[src/rtl/spi_sprite_loader_if.sv]
// Byte-receiver-to-sprite-RAM bundle for spi_sprite_loader.
// The master side drives the SPI byte stream; the slave side drives the RAM write port and status.
interface spi_sprite_loader_if #(
    parameter int SPRITE_BYTES = 512,
    parameter int SPRITE_COUNT = 16
);
    localparam int ADDR_W = $clog2(SPRITE_COUNT * SPRITE_BYTES);
    localparam int ID_W   = $clog2(SPRITE_COUNT);

    logic              cs_active;
    logic              rx_valid;
    logic [7:0]        rx_data;
    logic              wr_en;
    logic [ADDR_W-1:0] wr_addr;
    logic [7:0]        wr_data;
    logic              busy;
    logic              load_done;
    logic              err;
    logic [ID_W-1:0]   last_id;

    modport master (
        output cs_active, rx_valid, rx_data,
        input  wr_en, wr_addr, wr_data, busy, load_done, err, last_id
    );

    modport slave (
        input  cs_active, rx_valid, rx_data,
        output wr_en, wr_addr, wr_data, busy, load_done, err, last_id
    );
endinterface

[src/rtl/spi_sprite_loader.sv]
// Parses CS-framed SPI byte streams (command, id, pixels) into sprite RAM writes.
// Define SPRITE_LOADER_CKSUM_EN to require a trailing XOR checksum byte before load_done.
module spi_sprite_loader #(
    parameter int         SPRITE_BYTES = 512,
    parameter int         SPRITE_COUNT = 16,
    parameter logic [7:0] CMD_LOAD     = 8'h00,
    parameter int         ADDR_W       = $clog2(SPRITE_COUNT * SPRITE_BYTES)
) (
    input  logic                 sys_clock,
    input  logic                 reset,
    spi_sprite_loader_if.slave   bus
);
    localparam int CNT_W = $clog2(SPRITE_BYTES);
    localparam int ID_W  = $clog2(SPRITE_COUNT);

    typedef enum logic [2:0] {IDLE, GET_ID, LOAD, DRAIN, IGNORE} state_t;

    state_t            state_q, state_d;
    logic [CNT_W-1:0]  cnt_q, cnt_d;
    logic [ID_W-1:0]   id_q, id_d;
    logic              wr_en_q, wr_en_d;
    logic [ADDR_W-1:0] wr_addr_q, wr_addr_d;
    logic [7:0]        wr_data_q, wr_data_d;
    logic              busy_q, busy_d;
    logic              load_done_q, load_done_d;
    logic              err_q, err_d;
    logic [ID_W-1:0]   last_id_q, last_id_d;
`ifdef SPRITE_LOADER_CKSUM_EN
    logic [7:0]        cks_q, cks_d;
    logic              trl_seen_q, trl_seen_d;
`else
    logic              done_pend_q, done_pend_d;
`endif

    always_comb begin
        state_d     = state_q;
        cnt_d       = cnt_q;
        id_d        = id_q;
        wr_en_d     = 1'b0;
        wr_addr_d   = wr_addr_q;
        wr_data_d   = wr_data_q;
        load_done_d = 1'b0;
        err_d       = 1'b0;
        last_id_d   = last_id_q;
`ifdef SPRITE_LOADER_CKSUM_EN
        cks_d       = cks_q;
        trl_seen_d  = trl_seen_q;
`else
        // Completion is reported one cycle after the final write strobe.
        done_pend_d = 1'b0;
        if (done_pend_q) begin
            load_done_d = 1'b1;
            last_id_d   = id_q;
        end
`endif

        // Chip-select release wins over any byte arriving in the same cycle.
        if (!bus.cs_active) begin
            if (state_q == LOAD)
                err_d = 1'b1;
`ifdef SPRITE_LOADER_CKSUM_EN
            if (state_q == DRAIN && !trl_seen_q)
                err_d = 1'b1;
`endif
            state_d = IDLE;
        end else if (bus.rx_valid) begin
            case (state_q)
                IDLE: state_d = (bus.rx_data == CMD_LOAD) ? GET_ID : IGNORE;
                GET_ID: begin
                    if (int'({24'd0, bus.rx_data}) < SPRITE_COUNT) begin
                        id_d    = ID_W'(bus.rx_data);
                        cnt_d   = '0;
                        state_d = LOAD;
`ifdef SPRITE_LOADER_CKSUM_EN
                        cks_d   = 8'h00;
`endif
                    end else begin
                        err_d   = 1'b1;
                        state_d = IGNORE;
                    end
                end
                LOAD: begin
                    wr_en_d   = 1'b1;
                    wr_addr_d = ADDR_W'({id_q, cnt_q});
                    wr_data_d = bus.rx_data;
`ifdef SPRITE_LOADER_CKSUM_EN
                    cks_d     = cks_q ^ bus.rx_data;
`endif
                    if (cnt_q == CNT_W'(SPRITE_BYTES - 1)) begin
                        state_d     = DRAIN;
`ifdef SPRITE_LOADER_CKSUM_EN
                        trl_seen_d  = 1'b0;
`else
                        done_pend_d = 1'b1;
`endif
                    end else begin
                        cnt_d = cnt_q + 1'b1;
                    end
                end
                DRAIN: begin
`ifdef SPRITE_LOADER_CKSUM_EN
                    if (!trl_seen_q) begin
                        trl_seen_d = 1'b1;
                        if (bus.rx_data == cks_q) begin
                            load_done_d = 1'b1;
                            last_id_d   = id_q;
                        end else begin
                            err_d = 1'b1;
                        end
                    end
`endif
                end
                default: ;
            endcase
        end

        busy_d = (state_d != IDLE);
    end

    always_ff @(posedge sys_clock) begin
        if (reset) begin
            state_q     <= IDLE;
            cnt_q       <= '0;
            id_q        <= '0;
            wr_en_q     <= 1'b0;
            wr_addr_q   <= '0;
            wr_data_q   <= 8'h00;
            busy_q      <= 1'b0;
            load_done_q <= 1'b0;
            err_q       <= 1'b0;
            last_id_q   <= '0;
`ifdef SPRITE_LOADER_CKSUM_EN
            cks_q       <= 8'h00;
            trl_seen_q  <= 1'b0;
`else
            done_pend_q <= 1'b0;
`endif
        end else begin
            state_q     <= state_d;
            cnt_q       <= cnt_d;
            id_q        <= id_d;
            wr_en_q     <= wr_en_d;
            wr_addr_q   <= wr_addr_d;
            wr_data_q   <= wr_data_d;
            busy_q      <= busy_d;
            load_done_q <= load_done_d;
            err_q       <= err_d;
            last_id_q   <= last_id_d;
`ifdef SPRITE_LOADER_CKSUM_EN
            cks_q       <= cks_d;
            trl_seen_q  <= trl_seen_d;
`else
            done_pend_q <= done_pend_d;
`endif
        end
    end

    assign bus.wr_en     = wr_en_q;
    assign bus.wr_addr   = wr_addr_q;
    assign bus.wr_data   = wr_data_q;
    assign bus.busy      = busy_q;
    assign bus.load_done = load_done_q;
    assign bus.err       = err_q;
    assign bus.last_id   = last_id_q;
endmodule
[src/flat_wrapper.sv]
// flat-port wrapper written by rule: the top's interface ports become plain ports
module spi_sprite_loader_flat 
#(
    parameter int         SPRITE_BYTES = 512,
    parameter int         SPRITE_COUNT = 16,
    parameter logic [7:0] CMD_LOAD     = 8'h00,
    parameter int         ADDR_W       = $clog2(SPRITE_COUNT * SPRITE_BYTES)
)
  (sys_clock, reset, bus_cs_active, bus_rx_valid, bus_rx_data, bus_wr_en, bus_wr_addr, bus_wr_data, bus_busy, bus_load_done, bus_err, bus_last_id);
  spi_sprite_loader_if #(.SPRITE_BYTES(SPRITE_BYTES), .SPRITE_COUNT(SPRITE_COUNT)) bus_i ();
  input  logic sys_clock;
  input  logic reset;
  input wire logic [$bits(bus_i.cs_active)-1:0] bus_cs_active;
  input wire logic [$bits(bus_i.rx_valid)-1:0] bus_rx_valid;
  input wire logic [$bits(bus_i.rx_data)-1:0] bus_rx_data;
  output wire logic [$bits(bus_i.wr_en)-1:0] bus_wr_en;
  output wire logic [$bits(bus_i.wr_addr)-1:0] bus_wr_addr;
  output wire logic [$bits(bus_i.wr_data)-1:0] bus_wr_data;
  output wire logic [$bits(bus_i.busy)-1:0] bus_busy;
  output wire logic [$bits(bus_i.load_done)-1:0] bus_load_done;
  output wire logic [$bits(bus_i.err)-1:0] bus_err;
  output wire logic [$bits(bus_i.last_id)-1:0] bus_last_id;
  assign bus_i.cs_active = bus_cs_active;
  assign bus_i.rx_valid = bus_rx_valid;
  assign bus_i.rx_data = bus_rx_data;
  assign bus_wr_en = bus_i.wr_en;
  assign bus_wr_addr = bus_i.wr_addr;
  assign bus_wr_data = bus_i.wr_data;
  assign bus_busy = bus_i.busy;
  assign bus_load_done = bus_i.load_done;
  assign bus_err = bus_i.err;
  assign bus_last_id = bus_i.last_id;
  spi_sprite_loader #(.SPRITE_BYTES(SPRITE_BYTES), .SPRITE_COUNT(SPRITE_COUNT), .CMD_LOAD(CMD_LOAD), .ADDR_W(ADDR_W)) u_core (.sys_clock(sys_clock), .reset(reset), .bus(bus_i));
endmodule
[config.mk]
export PLATFORM = sky130hd
export DESIGN_NAME = spi_sprite_loader_flat
export DESIGN_NICKNAME = d
export VERILOG_FILES = /design/src/rtl/spi_sprite_loader_if.sv /design/src/rtl/spi_sprite_loader.sv /design/src/flat_wrapper.sv
export SDC_FILE = /design/constraint.sdc
export NUM_CORES = 1
export LEC_CHECK = 0
export ABC_CLOCK_PERIOD_IN_PS = 2720
export CORE_MARGIN = 1.5
export CORE_UTILIZATION = 30
export CTS_BUF_LIST = sky130_fd_sc_hd__clkbuf_8 sky130_fd_sc_hd__clkbuf_16
export CTS_CLUSTER_DIAMETER = 80
export DETAILED_ROUTE_END_ITERATION = 8
export PLACE_DENSITY_LB_ADDON = 0.25
export REMOVE_ABC_BUFFERS = 1
export SKIP_LAST_GASP = 1
export SLEW_MARGIN = 10
export SYNTH_ARGS = -nofsm -noshare
export SYNTH_HDL_FRONTEND = slang
export SYNTH_SLANG_ARGS = --single-unit
[constraint.sdc]
create_clock -name sys_clock -period 2.72 [get_ports sys_clock]
set_input_delay 0.408 -clock sys_clock [delete_from_list [all_inputs] [get_ports sys_clock]]
set_output_delay 0.408 -clock sys_clock [all_outputs]
set_load 0.005 [all_outputs]
## Word level (Yosys, flattened, before mapping)

Cells that the tools add are included.

- $add $sub $neg: 1
- $lt $le $gt $ge: 1
- Equal/unequal tests: 5
- Mux-type cells: 16
- Bitwise gates (word level): 3
- Reduce and logical (&&, ||, !) cells: 9

Operators by type and width:

| kind | count |
|---|---|
| 9-bit 2-to-1 mux | 2 |
| 9-bit one-hot mux with 2 select lines | 1 |
| 3-bit 2-to-1 mux | 5 |
| 9-bit by 1-bit adder with 9-bit output (second input constant) | 1 |
| 9-bit equality test (second input constant) | 1 |
| 3-bit one-hot mux with 3 select lines | 1 |
| 8-bit zero test | 1 |
| 8-bit by 5-bit less-than comparator with 1-bit output (second input constant) | 1 |
| 1-bit 2-to-1 mux | 7 |
| 5-bit AND reduction | 1 |
| 4-bit AND reduction | 1 |
| 4-bit OR reduction | 1 |
| 3-bit by 1-bit equality test with 1-bit output (second input constant) | 1 |
| 3-bit by 2-bit equality test with 1-bit output (second input constant) | 1 |
| 3-bit zero test | 1 |
| 1-bit NOT | 3 |
| 3-bit AND reduction | 1 |
| 3-bit nonzero test | 1 |
| 3-bit OR reduction | 1 |
| 2-bit by 1-bit inequality test with 1-bit output (second input constant) | 1 |
| 2-bit inequality test (second input constant) | 1 |
| 2-bit nonzero test | 1 |

- Flip-flop bits (word level): 46
- Input port bits: 12
- Logic and storage cells: 46

## Longest topological paths before layout

- Depth in word-level cells: 6
- Depth in mapped cells: 8
- Gate-level depth less buffers: 7

## Worst setup path before layout

No wires, ideal clock.

- Path type: input-to-reg
- Start: input bus_rx_data[4]
- End: register u_core.cnt_q[5]
- Setup time: 0.125 ns
- Arrival: 1.622 ns
- Data required time: 2.595 ns
- Slack: 0.973 ns
- Cell stages on the path: 5
- Cells stage by stage: or4_4 > nor4b_4 > or2_1 > buf_4 > a21oi_1

- Longest elaborated chain between the ends: 3

Ends and longest elaborated chain:

| element | line | RTL |
|---|---|---|
| start, declared | flat_wrapper.sv:15 | `input wire logic [$bits(bus_i.rx_data)-1:0] bus_rx_data;` |
| 8-bit by 5-bit less-than comparator with 1-bit output | spi_sprite_loader.sv:70 | `if (int'({24'd0, bus.rx_data}) < SPRITE_COUNT) begin` |
| 2-bit by 1-bit inequality test with 1-bit output (no source line) | - |  |
| 5-bit AND reduction (no source line) | - |  |
| end signal, assigned | spi_sprite_loader.sv:140 | `cnt_q <= cnt_d;` |
| end, declared | spi_sprite_loader.sv:19 | `logic [CNT_W-1:0] cnt_q, cnt_d;` |

No other way between the ends.
A chain may end at the register's enable or synchronous reset.

## Worst setup path after layout

- Start: input bus_rx_data[4]
- End: register u_core.cnt_q[6]

The elaborated chain is that of the path after synthesis.

==> qor.yml <==
route:
  drt_iter0_drc: 61
  ant_nets: 0
  dr.pass1.iters: 4
  route.detailed.drc: 0
  via_count: 1570
  wl_um: 3989
  avgViaCountPerCell: 4.846
  routedWlPerCell_um: 12.31
power:
  leakage_nw: 0.7617
  power_mw: 1.126
  p_per_area_nw_per_um2: 474.8
  ir_worst_vdd_mv: 0.2032
finish:
  finalNonFillerCells: 324
  layout_commonest_cell: "nand2_1"
  design_area_sq_um: 2371
  utilization: 0.4053
  nets: 263
  drive_gt1_frac: 0.06426
  syn2layout_area_growth_pct: 31.41
  antenna_cells: 0
  final_cell_mix: "nand2_1 (48), dfxtp_1 (46), clkdlybuf4s50_1 (40)"
floorplan:
  dieHeight_um: 80.55
  initial_utilization: 0.3084
  row_count: 28
  fp.coreArea_sq_um: 5851
  die_area_sq_um: 6488
  io-pin-count: 41
  die_w_um: 80.55
sta:
  slew_violations: 0
  max-slew-margin-rel: 0.6435
  tightest_slew_ps: 534.3
  max_freq_mhz: 480.8
  fin_crit_sh: 0.7646
  rsz0062_at_grt: "no"
  layout_setup_ws_ps: 640.3
  fin_tns_setup_ps: 0
  fin_worst_skew_ps: 8.316
  hold_viol_final: 0
  setup_violations: 0
  fin_crit_ps: 2080
  timing.hold.ws_ps: 456.0
worst_hold_path:
  hold_path_class: "reg2reg"
run_status:
  status: "complete, no violations"
synthesis:
  synth_edf_count: 0
  ys.flop_type: "dfxtp_1"
  ys_ff_latch: 46
  synthesis.area_sq_um: 1804
  ys_seq_area_frac: 0.5104
  synth_cells: 209
  async_flop_share: 0
  syn_area_per_cell_sq_um: 8.633
  yosysWarningCount: 0
  synth.distinct_cells: 35
global_route:
  grt_max_degree: 26
  grt-ovfl-total: 0
  antenna_found_initial: 0
  grt_pass1_vias: 1406
  grtUsageTotal: 0.1345
  grt_pass1_wl_um: 6748
place:
  dp_hpwl_um: 2783
  gp_congestion: 0.7604
  port_buffers: 40
  dp.cells: 317
  place_ws_ps: 297.8
  placed_cell_area_sq_um: 2286
critical_path:
  cpPeakStageDelay_ps: 580
  path_cells: "clkdlybuf4s50_1 > or4_4 > nor4b_4 > or2_1 > a21oi_1"
  end_kind: "register"
  cp_data_arrival_time_ps: 2250
  startpoint_type: "input port"
  criticalPathCategory: "in2reg"
  crit_slowest_cell: "or4_4"
  required_ps: 2890
  worstPathMaxFanout: 7
clock_tree:
  path_clk_slew_ps: 80
  cts_setup_buffers: 0
  numCtsBuffers: 5
  clock_path_buffers: 2
  htree_levels: 2
  root_buffer: "clkbuf_8"
  post_cts_resize_count: 0
  clkLatencyLatePin_ps: 300
  cts_tree: "built"
  clkSinkCount: 46
  ctsHoldBuffers: 0
job:
  drv_cap: 0
==> critical path: cells and delay by family <==
family / cells / cell delay (ps)
and+or+nand+nor: 3 / 1330
buffers and inverters: 1 / 450
AOI/OAI and AO/OA: 1 / 70
==> area by class of cell <==
type | count | area (sq um)
tap | 75 | 93.84
fill | 627 | 3480
sequential | 46 | 920.9
clock buffer | 5 | 68.82
clock inverter | 2 | 10.01
inverter | 1 | 3.754
timing repair buffer | 45 | 437.9
multi-input combinational | 150 | 835.8
==> logic make-up after synthesis <==
kind of cell / after synthesis / share of synthesized area
flops: 46 / 0.5104
buf+inv: 13 / 0.02982
compound gates: 48 / 0.1470
simple gates: 92 / 0.2545
fa+ha+maj: 2 / 0.01387
mux: 8 / 0.04438
==> flip-flops by register name, indices dropped and copies added (netlist names) <==
register              count
u_core.bus.last_id        4
u_core.cnt_q              9
u_core.id_q               4
u_core.bus.busy           1
u_core.done_pend_q        1
u_core.bus.load_done      1
u_core.bus.err            1
u_core.bus.wr_addr       13
u_core.bus.wr_data        8
u_core.bus.wr_en          1
u_core.state_q            3
==> worst paths after layout <==
path | startpoint | end | slack [ps] | depth (start not counted)
hold / removal | u_core.bus.wr_addr[7] | u_core.bus.wr_addr[7] | 460 | 2
setup reg to reg | u_core.cnt_q[0] | u_core.cnt_q[2] | 690 | 7
hold reg to reg | u_core.bus.wr_addr[7] | u_core.bus.wr_addr[7] | 460 | 2
setup / recovery | bus_rx_data[4] | u_core.cnt_q[6] | 640 | 5
==> routing by layer <==
layer,global-route usage,wire [um],up-vias
li1,-,-,798
met3,0.03977,208,7
met1,0.1815,1987,728
met4,0.04655,51,0
met5,0,0,-
met2,0.2025,1742,37
==> power by group <==
part / switching [mW] / internal [mW]
Sequential: 0.00211 / 0.675
Clock: 0.222 / 0.173
Combinational: 0.0273 / 0.0267
Total: 0.251 / 0.875
==> cells in the mapped netlist, types with 2 or more instances <==
| cell | count | area, sq um |
|---|---|---|
| clkbuf_1 | 10 | 37.54 |
| a21oi_1 | 31 | 155.2 |
| dfxtp_1 | 46 | 920.9 |
| or4_1 | 4 | 30.03 |
| o21ai_0 | 8 | 40.04 |
| nor3_1 | 2 | 10.01 |
| o31ai_1 | 4 | 30.03 |
| nor2_1 | 12 | 45.04 |
| nand3_1 | 3 | 15.01 |
| and2_1 | 2 | 12.51 |
| ha_1 | 2 | 25.02 |
| nand2_1 | 48 | 180.2 |
| nor2b_1 | 5 | 31.28 |
| mux2i_1 | 8 | 80.08 |
| nand2b_1 | 2 | 12.51 |
| or3_1 | 3 | 18.77 |
(Power assumes the default switching activity.)
==> patch 1 (config.mk and constraints unchanged) <==
The option `SPRITE_LOADER_CKSUM_EN` is turned on by a define.
--- a/src/rtl/spi_sprite_loader.sv
+++ b/src/rtl/spi_sprite_loader.sv
@@ -1,5 +1,7 @@
 // Parses CS-framed SPI byte streams (command, id, pixels) into sprite RAM writes.
 // Define SPRITE_LOADER_CKSUM_EN to require a trailing XOR checksum byte before load_done.
+`define SPRITE_LOADER_CKSUM_EN
+
 module spi_sprite_loader #(
     parameter int         SPRITE_BYTES = 512,
     parameter int         SPRITE_COUNT = 16,
Formal check against the unedited RTL: same outputs for any inputs over 10 cycles, from zero or initial values and one cycle with reset high; that may be too few to reach the edited logic, so the function may still have changed.
==> patch 1 against the unedited design <==
  * Combinational power rose by 51%
  * Sequential cell count rose by 8
  * Area after synthesis rose by 31%
  * Total power rose by 17%
  * Worst setup slack got worse by 0.042 ns
  * Design area rose by 26%
  * Worst hold slack barely moved
  * Routed wire length rose by 37%
  * Final cell count rose by 31%
  * First-iteration DRC count rose by 82%
  * Synthesized cell count rose by 35%
==> patch 1: results (changes against the unedited design) <==
stage,metric,value,unit,change
status,outcome,finished clean,,
synth,netlist_top_cells_count,"dfxtp_1, nand2_1, a21oi_1",,
synth,yosys-top-cells-area,"dfxtp_1, a21oi_1, nand2_1, o31ai_1, mux2i_1",,
power,pg_comb,81.4,uW,+51%
placed_design,placed_cells_incl_taps,417,,+32%
placed_design,hpwl,3.81,mm,+37%
global_route,grt_use_met1,17.9,%,-0.29 points
setup_path,slowest_stage,clkdlybuf4s50_1,,
global_route,use_met2,22.3,%,+2.1 points
drt,via_count,2056,,+31%
drt,wl_met3,139,um,-33%
drt,m1WireLength,2.76,mm,+39%
global_route,grt_use_total,13.6,%,+0.14 points
worst_hold_path,worstHoldEndpoint,u_core.bus.wr_addr[4],,
power,pwr-share-comb,6.2,%,+1.4 points
sta,worst_pin_slew,0.742,ns,+0.208 ns
worst_hold_path,min_from,u_core.bus.wr_addr[4],,
global_route,grt_pass1_wl,9.22,mm,+37%
drt,drt_wl_total,5.48,mm,+37%
drt,first_iter_violations,111,,+82%
setup_path,critPathMaxStageDelay,0.53,ns,-0.05 ns
finish,final_util,38.9,%,-1.6 points
sta,whs,0.456,ns,-0.000305 ns
finish,fillCellCount,799,,+27%
power,leakage,0.946,nW,+24%
setup_path,r2r_end,u_core.cnt_q[7],,
cts,clkSlewWorstSetupHoldPaths,0.10,ns,+0.02 ns
placed_design,post-place-ws,0.277,ns,-0.0211 ns
sta,finalCritPeriodShare,78.0,%,+1.5 points
drt,wl_per_cell,12.9,um,+4.8%
finish,nets,336,,+28%
placed_design,placed_cell_area,2910,sq um,+27%
synth,ys_types,34,,-2.9%
finish,drive_above_1_share,6.81,%,+0.39 points
sta,fin_skew,0.0145,ns,+0.00619 ns
power,p_switching,314,uW,+25%
global_route,grt_pass1_vias,1989,,+41%
==> patch 1: changes by cell type in the layout (fill, tap and decap cells not counted), moves of 4 or more <==
cell      unedited run  this run
a21oi_1             31        40
o31ai_1              4        11
dfxtp_1             46        54
nand2b_1             2        10
buf_4                5         9
xnor2_1              0         8
nand3b_1             1         9
nor2_1              12        19
o21ai_0              8        12
==> patch 1: worst min-delay path: cells and delay by family, from the launching register on <==
family | cells | cell delay (ns)
compound gates | 1 | 0.05
flops | 1 | 0.32
simple gates | 1 | 0.05
==> patch 1: worst max-delay path by stage <==
stage | startpoint | endpoint | cells after the start
6_report | bus_rx_data[7] | u_core.cnt_q[7] | 5
5_1_grt | u_core.cnt_q[0] | u_core.cnt_q[3] | 7
4_1_cts | bus_rx_data[7] | u_core.cnt_q[7] | 5
3_5_place_dp | bus_rx_data[7] | u_core.cnt_q[7] | 5
3_3_place_gp | bus_rx_data[7] | u_core.cnt_q[6] | 5
2_1_floorplan | u_core.state_q[2] | u_core.cks_q[3] | 4
==> patch 1: cell type report <==
cell class / count / area share, %
multi-input combinational: 209 / 40.2
sequential: 54 / 36.1
timing repair buffer: 50 / 16.3
tap: 102 / 4.26
clock buffer: 5 / 2.30
clock inverter: 3 / 0.585
inverter: 2 / 0.251
==> patch 1: cell families (layout without fill, tap and decap cells) <==
| family | Yosys count | count (layout) | synth area share [%] |
|---|---|---|---|
| flip-flops | 54 | 54 | 45.7 |
| XOR/XNOR | 8 | 8 | 2.96 |
| AND/OR/NAND/NOR | 122 | 122 | 26.7 |
| adder cells (fa/ha/maj) | 2 | 2 | 1.06 |
| multiplexers | 8 | 8 | 3.39 |
| AO/OA/AOI/OAI | 69 | 69 | 16.7 |
| buffers and inverters | 20 | 60 | 3.44 |
==> patch 2 (same flow settings) <==
Made on the original files. `id_q`, `wr_addr_q` and `wr_data_q` no longer have a reset.
--- a/src/rtl/spi_sprite_loader.sv
+++ b/src/rtl/spi_sprite_loader.sv
@@ -121,10 +121,7 @@
         if (reset) begin
             state_q     <= IDLE;
             cnt_q       <= '0;
-            id_q        <= '0;
             wr_en_q     <= 1'b0;
-            wr_addr_q   <= '0;
-            wr_data_q   <= 8'h00;
             busy_q      <= 1'b0;
             load_done_q <= 1'b0;
             err_q       <= 1'b0;
@@ -138,10 +135,7 @@
         end else begin
             state_q     <= state_d;
             cnt_q       <= cnt_d;
-            id_q        <= id_d;
             wr_en_q     <= wr_en_d;
-            wr_addr_q   <= wr_addr_d;
-            wr_data_q   <= wr_data_d;
             busy_q      <= busy_d;
             load_done_q <= load_done_d;
             err_q       <= err_d;
@@ -155,6 +149,12 @@
         end
     end
 
+    always_ff @(posedge sys_clock) begin
+        id_q      <= id_d;
+        wr_addr_q <= wr_addr_d;
+        wr_data_q <= wr_data_d;
+    end
+
     assign bus.wr_en     = wr_en_q;
     assign bus.wr_addr   = wr_addr_q;
     assign bus.wr_data   = wr_data_q;
Behaviour: differs if reset is asserted again (counterexample within 4 cycles, from zero or initial values and one cycle with reset high); with reset held inactive, the same outputs for 10 cycles.
==> patch 2 against the unedited design <==
  * Largest power group unchanged
  * Die area decreased by 6.3%
  * Final cell count is 23% lower
  * Sequential cell count stayed put
  * Critical path depth increased by 2
  * Total power up 12%
  * Largest cell class unchanged
  * Design area fell by 3.2%
  * Combinational power down 18%
  * Global-route usage down 0.71 points
  * Worst hold slack improved by 0.010 ns
  * Routed wire length down 12%
  * Worst setup slack got worse by 0.28 ns
  * Area after synthesis fell by 6.5%
==> patch 2: results (changes against the unedited design) <==
stage,metric,value,unit,change
synth,synthMuxAreaShare,2.37,%,-2.1 points
sta,whs,0.466,ns,+0.0101 ns
global_route,grt_max_degree,18,,-31%
status,outcome,finished clean,,
sta,fin_skew,0.00222,ns,-0.00609 ns
setup_path,critical_path_arrival,2.59,ns,+0.34 ns
drt,dr.pass1.iters,4,,unchanged
global_route,grt_pass1_vias,1200,,-15%
synth,yosys-top-cells-area,"edfxtp_1, dfxtp_1, a21oi_1, o21ai_0, mux2i_1",,
synth,synth_compound_area_share,9.79,%,-4.9 points
setup_path,critPathTopFamily,compound AO/OA/AOI/OAI gates,,
global_route,grt_pass1_wl,5.93,mm,-12%
worst_hold_path,min_from,u_core.id_q[3],,
setup_path,r2r_slack,0.36,ns,-0.33 ns
finish,drive_above_1_share,7.95,%,+1.5 points
finish,nets,189,,-28%
drt,vias_per_cell,4.84,,-0.14%
synth,synthAdderAreaFrac,1.48,%,+0.097 points
placed_design,hpwl,2.54,mm,-8.8%
synth,netlist_top_cells_count,"edfxtp_1, dfxtp_1, a21oi_1, o21ai_0, nor2_1",,
synth,synthFlopType,edfxtp_1,,
setup_path,r2r_end,u_core.cnt_q[3],,
placed_design,gp_congestion,0.853,,+12%
synth,synth_edf_count,25,,+25
placed_design,placed_cell_area,2180,sq um,-4.4%
synth,synthCells,129,,-38%
synth,ys_types,32,,-8.6%
global_route,grt_use_total,12.7,%,-0.71 points
power,leakage,0.757,nW,-0.60%
drt,first_iter_violations,40,,-34%
synth,ys_seq_area_share,69.4,%,+18 points
sta,finalHoldViolCount,0,,unchanged
setup_path,path_max_fanout,15,,+8
setup_path,critPathMaxStageDelay,0.80,ns,+0.22 ns
setup_path,slowest_stage,a2bb2oi_1,,
placed_design,post-place-ws,0.384,ns,+0.0864 ns
placed_design,placed_cells_incl_taps,240,,-24%
setup_path,reg2reg_from,u_core.cnt_q[2],,
worst_hold_path,worstHoldEndpoint,u_core.bus.wr_addr[12],,
drt,wl_per_cell,14.2,um,+15%
patch 2: power by group:
part / internal [mW] / leakage, nW / switching (mW)
clock network: 0.270 / 0.0556 / 0.220
registers: 0.729 / 0.404 / 0.00238
logic: 0.0237 / 0.297 / 0.0207
total: 1.02 / 0.757 / 0.243
patch 2: how the worst max path moves through the flow:
| stage | to | startpoint | slack (ns) | depth (start not counted) |
|---|---|---|---|---|
| 2_1_floorplan | u_core.bus.wr_addr[0] | bus_rx_valid | 0.83 | 2 |
| 3_3_place_gp | u_core.cnt_q[4] | bus_rx_data[4] | 0.43 | 6 |
| 3_5_place_dp | u_core.cnt_q[3] | u_core.cnt_q[2] | 0.38 | 7 |
| 4_1_cts | u_core.cnt_q[3] | u_core.cnt_q[2] | 0.36 | 7 |
| 5_1_grt | u_core.cnt_q[2] | u_core.cnt_q[2] | 0.04 | 7 |
| 6_report | u_core.cnt_q[3] | u_core.cnt_q[2] | 0.36 | 7 |
patch 2: cell families (layout without fill, tap and decap cells):
group | after synthesis | after routing
DFF | 46 | 46
AOI/OAI and AO/OA | 26 | 26
adders and majority gates | 2 | 2
muxes | 4 | 4
buffers and inverters | 5 | 52
and+or+nand+nor | 46 | 46
patch 2: final cells by class:
class	instances	area, sq um
clock buffer	5	68.8
timing repair buffer	43	423
inverter	1	3.75
tap	72	90.1
multi-input combinational	78	497
fill	532	3180
sequential	46	1170
clock inverter	3	41.3
patch 2: layer usage:
metal,routed length [um],part of all wire (%),up-vias,GRT usage [%]
met3,139,3.9,4,3.88
met4,46,1.3,0,6.43
met1,1560,44,580,15.9
li1,-,-,579,-
met5,0,0,-,0
met2,1780,50,37,19.9
